File: src/rtl/addsub_pkg.sv
// Shared encodings for the serial adder/subtractor and the future ALU.
package addsub_pkg;

  typedef enum logic [1:0] {
    StIdle = 2'd0,
    StRun  = 2'd1,
    StDone = 2'd2
  } state_e;

  typedef enum logic {
    OpAdd = 1'b0,
    OpSub = 1'b1
  } op_e;

  // Chunk index width; a single chunk still needs one bit.
  function automatic int unsigned idx_width(input int unsigned chunks);
    return (chunks > 1) ? $clog2(chunks) : 1;
  endfunction

endpackage

File: src/rtl/serial_addsub_if.sv
// Request/result handshake bundle of the serial adder/subtractor.
interface serial_addsub_if #(
  parameter int unsigned N = 8
);
  logic         in_valid;
  logic         in_ready;
  logic [N-1:0] x;
  logic [N-1:0] y;
  logic         sel;
  logic         out_valid;
  logic         out_ready;
  logic [N-1:0] s;
  logic         c;
  logic         o;
  logic         z;

  modport master (
    output in_valid, x, y, sel, out_ready,
    input  in_ready, out_valid, s, c, o, z
  );

  modport slave (
    input  in_valid, x, y, sel, out_ready,
    output in_ready, out_valid, s, c, o, z
  );
endinterface

File: src/rtl/addsub_chunk.sv
// K-bit combinational adder slice with carry out and carry into its top bit.
module addsub_chunk #(
  parameter int unsigned K = 2
) (
  input  logic [K-1:0] a,
  input  logic [K-1:0] b,
  input  logic         cin,
  output logic [K-1:0] sum,
  output logic         cout,
  output logic         cmsb
);

  logic [K:0] full;

  always_comb begin
    full = {1'b0, a} + {1'b0, b} + {{K{1'b0}}, cin};
    sum  = full[K-1:0];
    cout = full[K];
    // Sum bit = a ^ b ^ carry-in, so the carry into the top bit falls out by XOR.
    cmsb = full[K-1] ^ a[K-1] ^ b[K-1];
  end

endmodule

File: src/rtl/serial_addsub.sv
// Serial N-bit add/subtract, K bits per cycle, with carry, signed overflow and zero flags.
module serial_addsub
  import addsub_pkg::*;
#(
  parameter int unsigned N = 8,
  parameter int unsigned K = 2
) (
  input logic            clk,
  input logic            rst,
  serial_addsub_if.slave bus
);

  if (N < 2 || K == 0 || (N % K) != 0) begin : g_param_check
    $error("serial_addsub: illegal parameters N=%0d K=%0d", N, K);
  end

  localparam int unsigned Chunks = N / K;
  localparam int unsigned IdxW = idx_width(Chunks);
  localparam logic [IdxW-1:0] LastIdx = IdxW'(Chunks - 1);

  state_e          state_q;
  logic [N-1:0]    x_q;
  logic [N-1:0]    t_q;
  logic [N-1:0]    s_q;
  logic            carry_q;
  logic            c_q;
  logic            o_q;
  logic            z_q;
  logic [IdxW-1:0] idx_q;

  logic [31:0]     shamt;
  logic [N-1:0]    x_sh;
  logic [N-1:0]    t_sh;
  logic [K-1:0]    a_chunk;
  logic [K-1:0]    b_chunk;
  logic [K-1:0]    sum;
  logic            cout;
  logic            cmsb;
  logic [N-1:0]    s_d;
  logic            is_sub;

  assign is_sub = (op_e'(bus.sel) == OpSub);

  // Chunk select and write-back via shifts keep the datapath free of variable part-selects.
  always_comb begin
    shamt   = 32'(idx_q) * K;
    x_sh    = x_q >> shamt;
    t_sh    = t_q >> shamt;
    a_chunk = x_sh[K-1:0];
    b_chunk = t_sh[K-1:0];
    s_d     = (s_q & ~(N'({K{1'b1}}) << shamt)) | (N'(sum) << shamt);
  end

  addsub_chunk #(
    .K (K)
  ) u_chunk (
    .a    (a_chunk),
    .b    (b_chunk),
    .cin  (carry_q),
    .sum  (sum),
    .cout (cout),
    .cmsb (cmsb)
  );

  always_ff @(posedge clk) begin
    if (rst) begin
      state_q <= StIdle;
      x_q     <= '0;
      t_q     <= '0;
      s_q     <= '0;
      carry_q <= 1'b0;
      c_q     <= 1'b0;
      o_q     <= 1'b0;
      z_q     <= 1'b0;
      idx_q   <= '0;
    end else begin
      unique case (state_q)
        StIdle: begin
          if (bus.in_valid) begin
            x_q     <= bus.x;
            t_q     <= bus.y ^ {N{is_sub}};
            carry_q <= is_sub;
            idx_q   <= '0;
            state_q <= StRun;
          end
        end
        StRun: begin
          s_q     <= s_d;
          carry_q <= cout;
          if (idx_q == LastIdx) begin
            c_q     <= cout;
            o_q     <= cout ^ cmsb;
            z_q     <= (s_d == '0);
            idx_q   <= '0;
            state_q <= StDone;
          end else begin
            idx_q <= idx_q + 1'b1;
          end
        end
        StDone: begin
          if (bus.out_ready) begin
            state_q <= StIdle;
          end
        end
        default: state_q <= StIdle;
      endcase
    end
  end

  assign bus.in_ready  = (state_q == StIdle);
  assign bus.out_valid = (state_q == StDone);
  assign bus.s         = s_q;
  assign bus.c         = c_q;
  assign bus.o         = o_q;
  assign bus.z         = z_q;

endmodule

File: src/flat_wrapper.sv
// flat-port wrapper written by rule: the top's interface ports become plain ports
module serial_addsub_flat import addsub_pkg::*;
#(
  parameter int unsigned N = 8,
  parameter int unsigned K = 2
)
  (clk, rst, bus_in_valid, bus_x, bus_y, bus_sel, bus_out_ready, bus_in_ready, bus_out_valid, bus_s, bus_c, bus_o, bus_z);
  serial_addsub_if #(.N(N)) bus_i ();
  input logic clk;
  input logic rst;
  input wire logic [$bits(bus_i.in_valid)-1:0] bus_in_valid;
  input wire logic [$bits(bus_i.x)-1:0] bus_x;
  input wire logic [$bits(bus_i.y)-1:0] bus_y;
  input wire logic [$bits(bus_i.sel)-1:0] bus_sel;
  input wire logic [$bits(bus_i.out_ready)-1:0] bus_out_ready;
  output wire logic [$bits(bus_i.in_ready)-1:0] bus_in_ready;
  output wire logic [$bits(bus_i.out_valid)-1:0] bus_out_valid;
  output wire logic [$bits(bus_i.s)-1:0] bus_s;
  output wire logic [$bits(bus_i.c)-1:0] bus_c;
  output wire logic [$bits(bus_i.o)-1:0] bus_o;
  output wire logic [$bits(bus_i.z)-1:0] bus_z;
  assign bus_i.in_valid = bus_in_valid;
  assign bus_i.x = bus_x;
  assign bus_i.y = bus_y;
  assign bus_i.sel = bus_sel;
  assign bus_i.out_ready = bus_out_ready;
  assign bus_in_ready = bus_i.in_ready;
  assign bus_out_valid = bus_i.out_valid;
  assign bus_s = bus_i.s;
  assign bus_c = bus_i.c;
  assign bus_o = bus_i.o;
  assign bus_z = bus_i.z;
  serial_addsub #(.N(N), .K(K)) u_core (.clk(clk), .rst(rst), .bus(bus_i));
endmodule
File: config.mk
export PLATFORM = sky130hd
export DESIGN_NAME = serial_addsub_flat
export DESIGN_NICKNAME = d
export VERILOG_FILES = /design/src/rtl/addsub_pkg.sv /design/src/rtl/serial_addsub_if.sv /design/src/rtl/addsub_chunk.sv /design/src/rtl/serial_addsub.sv /design/src/flat_wrapper.sv
export SDC_FILE = /design/constraint.sdc
export NUM_CORES = 1
export LEC_CHECK = 0
export ABC_AREA = 1
export ABC_CLOCK_PERIOD_IN_PS = 2700
export BUFFER_PORTS_ARGS = -buffer_cell sky130_fd_sc_hd__buf_4
export CAP_MARGIN = 10
export CORE_MARGIN = 5
export CORE_UTILIZATION = 40
export DETAILED_ROUTE_END_ITERATION = 8
export GPL_TIMING_DRIVEN = 0
export HOLD_SLACK_MARGIN = 0.08
export PLACE_DENSITY_LB_ADDON = 0.05
export SLEW_MARGIN = 30
export SYNTH_ARGS = -nofsm -noshare
export SYNTH_HDL_FRONTEND = slang
export SYNTH_HIERARCHICAL = 1
export SYNTH_SLANG_ARGS = --single-unit
export TNS_END_PERCENT = 100
File: constraint.sdc
create_clock -name clk -period 2.7 [get_ports clk]
set_clock_uncertainty 0.15 [all_clocks]
set_input_delay 0.405 -clock clk [delete_from_list [all_inputs] [get_ports clk]]
set_output_delay 0.405 -clock clk [all_outputs]
set_load 0.005 [all_outputs]
* After elaboration in Yosys (flattened, before gate mapping) *
Cells that the tools add are included.

storage, ports and cells
  register bits after elaboration = 32
  logic and storage cells = 45
  RAM bits = 0
  memories = 0
  bits in latches = 0
  bits in read-only memories = 0
  input bits = 21

cells by class
  mux-type cells = 9
  add/subtract/negate cells = 3
  magnitude comparators = 0
  div/mod/pow operators = 0
  shift-type cells = 4
  bitwise gates (word level) = 7
  equality and inequality tests = 6
  $mul = 0
  reduce and logical (&&, ||, !) cells = 7

operators with widths
  cell                 number
  $shr 8x3->2          2
  $mux 2               5
  $and 8x8->8          1
  $logic_not 8->1      1
  $not 8->8            1
  $or 8x8->8           1
  $shl 2x3->8          1
  $shl 2x3->8 const A  1
  $xor 8x8->8          1
  $pmux 2 s3           1
  $reduce_and 2->1     3
  $eq 2x2->1 const B   2
  $ne 2x2->1 const B   2
  $pmux 2 s2           1
  $add 2x2->3          1
  $add 3x1->3          1
  $reduce_and 3->1     1
  $xor 1x1->1          3
  $add 2x1->2 const B  1
  $eq 2x1->1 const B   1
  $logic_not 2->1      1
  $ne 2x1->1 const B   1
  $pmux 1 s2           1
  $reduce_bool 2->1    1
  $mux 1               1

* Logic depth before layout (Yosys ltp) *
  word-level depth = 6
  depth in mapped cells = 15

* By module *
Netlist, hierarchy kept.

modules (own cells, without submodules)
  module         area each (um^2)  sequential area each (um^2)  cells an instance  times used
  serial_addsub  1619.1            640.6                        211                1
  addsub_chunk   93.8              0.0                          16                 1

* Least setup slack after synthesis *
Ideal clock, no wire load.

  path kind = reg2reg
  start = register u_core.idx_q[0]
  end = register u_core.o_q (netlist: u_core/bus.o)
  data arrival time = 2.433 ns
  setup time = 0.071 ns
  setup slack = 0.046 ns
  cell stages (with the launch flop) = 16
  cells stage by stage = dfxtp_1 -> inv_1 -> buf_2 -> nor2_1 -> o22ai_1 -> inv_1 -> fa_1 -> fa_1 -> inv_1 -> nand2_1 -> nand2_1 -> nand2_1 -> nand2_1 -> xor2_1 -> nand2_1 -> a21oi_1

between the ends
  longest elaborated chain between the ends = 6
  elaborated cells between the ends (all ways) = 9
  classes of those cells = add/sub: 2; eq/ne: 1; shift: 2; bitwise: 3; reduce/logical: 1

RTL lines
  item                       line                 RTL
  start: declaration         serial_addsub.sv:29  logic [IdxW-1:0] idx_q;
  start signal: assignment   serial_addsub.sv:97  idx_q <= idx_q + 1'b1;
  $shr 8x3->2                serial_addsub.sv:47  x_sh = x_q >> shamt;
  named net u_core.x_sh[0]   serial_addsub.sv:32  logic [N-1:0] x_sh;
  $add 2x2->3                addsub_chunk.sv:16   full = {1'b0, a} + {1'b0, b} + {{K{1'b0}}, cin};
  $add 3x1->3                addsub_chunk.sv:16
  named net u_core.sum[1]    serial_addsub.sv:36  logic [K-1:0] sum;
  $xor 1x1->1 (2 in series)  addsub_chunk.sv:20   cmsb = full[K-1] ^ a[K-1] ^ b[K-1];
  named net u_core.cmsb      serial_addsub.sv:38  logic cmsb;
  $xor 1x1->1                serial_addsub.sv:92  o_q <= cout ^ cmsb;
  end signal: assignment     serial_addsub.sv:92
  end: declaration           serial_addsub.sv:27  logic o_q;

The timed path passes the listed nets, and every way through them passes these cells.
A chain may end at the register's enable or synchronous reset.

* Final worst setup path *
Ends and elaborated chain as after synthesis.

==> flow_metrics.tcl <==
set metrics [dict create \
    tightest_slew_ps 565.2 \
    crit_type "reg -> reg" \
    r2r_cells 15 \
    clock_path_buffers 2 \
    period_share_pct 97.94 \
    via_count 1579 \
    ctsHoldBuffers 0 \
    die_area_um2 5691 \
    postPlaceCellArea_um2 2016 \
    cts_sinks 32 \
    finalPower_w 0.001315 \
    seq_area_frac_synth_pct 37.40 \
    gr-usage-all-layers_pct 14.75 \
    fill_cells 413 \
    finalInstanceArea_um2 2281 \
    multiInputGateArea_um2 907.1 \
    vdd_drop_max_v 0.0003051 \
    fin_crit_ps 2644 \
    ys_warn_count 6 \
    regToRegSetupSlack_ps 60 \
    cp-end-kind "flip-flop" \
    crit_required_ps 2770 \
    die_h_um 75.44 \
    dp_slack_ps -307.6 \
    power.leakage_nw 1.068 \
    final_layout_size_suffix_gt1_share_pct 32.13 \
    synth_top_area_share_pct 37.40 \
    fin_cells 327 \
    syn-cell-area_um2 1713 \
    hold_class "in -> reg" \
    grt_max_degree 12 \
    setup-tns-final_ps 0 \
    cp-start-kind "flip-flop" \
    fin_ws_ps 55.61 \
    seqCellArea_um2 645.6 \
    synth.top_cells.by_area "dfxtp_1 (37%), nor2_1 (11%), o21ai_0 (7.0%)" \
    h-tree-depth 2 \
    clkPwrFrac_pct 30.2 \
    ys_ff_latch 32 \
    syn_avg_cell_area_um2 7.546 \
    io_pins 34 \
    max_slew_margin_pct 62.32 \
    internal_power_w 0.0009094 \
    place_hpwl_um 2758 \
    numCtsBuffers 5 \
    cts_tree "yes" \
    hold_path_end "u_core/x_q[2]$_SDFFE_PP0P_" \
    chipWidth_um 75.44 \
    grt_antenna_before_repair 0 \
    power_density_nw_per_um2 576.4 \
    synth_top_family_by_area "simple AND/OR/NAND/NOR gates" \
    worstHoldStart "bus_x[2]" \
    area.growth.synth_to_final_pct 33.16 \
    rows 23 \
    syn-num-nets 254 \
    synth_cell_type_count 27 \
    crit_arrival_ps 2710 \
    rsz0062_at_grt "true" \
    crit_fanout 7 \
    grt_pass1_wl_um 6334 \
    hold_depth 3 \
    p_sw_share_pct 30.83 \
    timing.rr.end "u_core/bus.o$_SDFFE_PP0P_" \
    avgViaCountPerCell 4.829 \
    hold_viol 0 \
    post_drt_wl_per_cell_um 11.94 \
    fmax_mhz 378.2 \
    synth-xor-area-share_pct 4.602 \
    ant_nets 0 \
    dr.pass1.iters 4 \
    yosys.area_share.adder_pct 5.259 \
    clock_latency_ps 280 \
    r2r-start "u_core/idx_q[0]$_SDFFE_PP0P_" \
    grt-ovfl-total 0 \
    drc_errors 0 \
    seq_power_share_pct 40.6 \
    totalWireLength_um 3905 \
    initial_core_util_pct 41.92 \
    cap_violations 0 \
    cts_root_buffer "clkbuf_8" \
    setup_viol 0 \
    power_frac_comb_pct 29.2 \
    synth-simple-area-share_pct 24.25 \
    synth-compound-area-share_pct 17.75 \
    num-nets-final 304 \
    portBuffers 32 \
    drtIter0Drc 63 \
    slew_violations 0 \
    synth_mux_area_share_pct 0 \
    routabilityCongestion 0.7833 \
    clk_pin_slew_ps 70 \
    yosysTopAreaCell "dfxtp_1" \
    diodes 0 \
    grt_pass1_vias 1403 \
    p_sw_w 0.0004054 \
    syn_inst 227 \
    status "complete, no violations" \
    dp_cells 309 \
    core_area_um2 4086 \
]
## layer usage
metal / share of wire (%) / up-vias / track usage (%)
met3: 4.9 / 6 / 4.749
met2: 46 / 26 / 23.78
met1: 47 / 722 / 18.23
met4: 1.6 / 0 / 5.825
li1: - / 825 / -
met5: 0 / - / 0
## cells by family (layout without fill, tap and decap cells)
logic type               Yosys count  after routing
buffers and inverters             37             87
XOR/XNOR                           9              9
adder cells (fa/ha/maj)            6              6
flip-flops                        32             32
AO/OA/AOI/OAI                     46             46
AND/OR/NAND/NOR                   97             97
## critical path: stages, from the launching register on
cell	delay, ps
dfxtp_4	380
clkinv_4	70
buf_8	110
nor2_2	30
o22ai_1	150
inv_1	80
fa_2	400
fa_1	510
inv_2	140
nand2_2	70
nand2_1	60
nand2_1	40
nand2_1	70
xor2_1	140
nand2_1	80
a21oi_2	100
## power by group through the flow
stage	clock network, W	registers, W	logic [W]
2_1_floorplan	0	0.000538	0.000241
3_3_place_gp	0	0.000542	0.000328
3_5_place_dp	0	0.000542	0.000335
4_1_cts	0.000414	0.000533	0.000346
5_1_grt	0.000439	0.000539	0.000431
6_report	0.000397	0.000534	0.000383
## cell usage after synthesis, drive strengths merged
| cell type | n |
|---|---|
| nor2 | 53 |
| nand2 | 33 |
| dfxtp | 32 |
| inv | 28 |
| o21ai | 24 |
| a211oi | 9 |
| nand3 | 9 |
| a21oi | 8 |
| xnor2 | 8 |
| buf | 7 |
| ha | 4 |
| o22ai | 4 |
| clkbuf | 2 |
| fa | 2 |
| or2 | 2 |
| a31oi | 1 |
| xor2 | 1 |
## final cells by class
type | count | area share [%]
Buffer | 9 | 4.443
Clock buffer | 7 | 4.224
Sequential cell | 32 | 28.30
Inverter | 28 | 5.595
Multi-Input combinational cell | 158 | 39.77
Timing Repair Buffer | 43 | 14.92
Tap cell | 50 | 2.743
## placed cells by master (no fill, tap or decap), types with 6 or more instances in the layout
cell      count
inv_1        22
o21ai_0      20
buf_4        42
xnor2_1       8
a211oi_2      9
dfxtp_1      30
nand2_1      29
nand3_1       8
clkbuf_8      7
nor2_1       46
nor2_2        6
a21oi_1       7
## how the worst max path moves through the flow
stage                                 start                         to  cells after the start
6_report       u_core/idx_q[0]$_SDFFE_PP0P_  u_core/bus.o$_SDFFE_PP0P_                     15
5_1_grt        u_core/idx_q[0]$_SDFFE_PP0P_  u_core/bus.o$_SDFFE_PP0P_                     15
4_1_cts        u_core/idx_q[0]$_SDFFE_PP0P_  u_core/bus.o$_SDFFE_PP0P_                     15
3_5_place_dp   u_core/idx_q[0]$_SDFFE_PP0P_  u_core/bus.o$_SDFFE_PP0P_                     15
3_3_place_gp   u_core/idx_q[0]$_SDFFE_PP0P_  u_core/bus.o$_SDFFE_PP0P_                     15
2_1_floorplan  u_core/idx_q[0]$_SDFFE_PP0P_  u_core/bus.o$_SDFFE_PP0P_                     15
## flip-flops by register name, indices dropped and copies added (netlist names), 2 cells and up
| name | flops |
|---|---|
| u_core/state_q | 2 |
| u_core/x_q | 8 |
| u_core/bus.s | 8 |
| u_core/idx_q | 2 |
| u_core/t_q | 8 |
## timing repair
item	in CTS	in global routing
endpoints found under the setup margin	6	3
hold endpoints to repair	0	0
pin swaps	0	6
setup buffers	0	10
cloned	0	1
gates resized for setup	14	16
## through the flow
stage	util [%]	hold WS, ps
final	55.82	223.7
after global routing	55.82	224.3
after CTS	52.51	215.3
after detailed placement	49.33	305.3
after global placement	49.33	300.3
after floorplan	-	299.5
No activity file was read; power rests on OpenSTA's default activity.
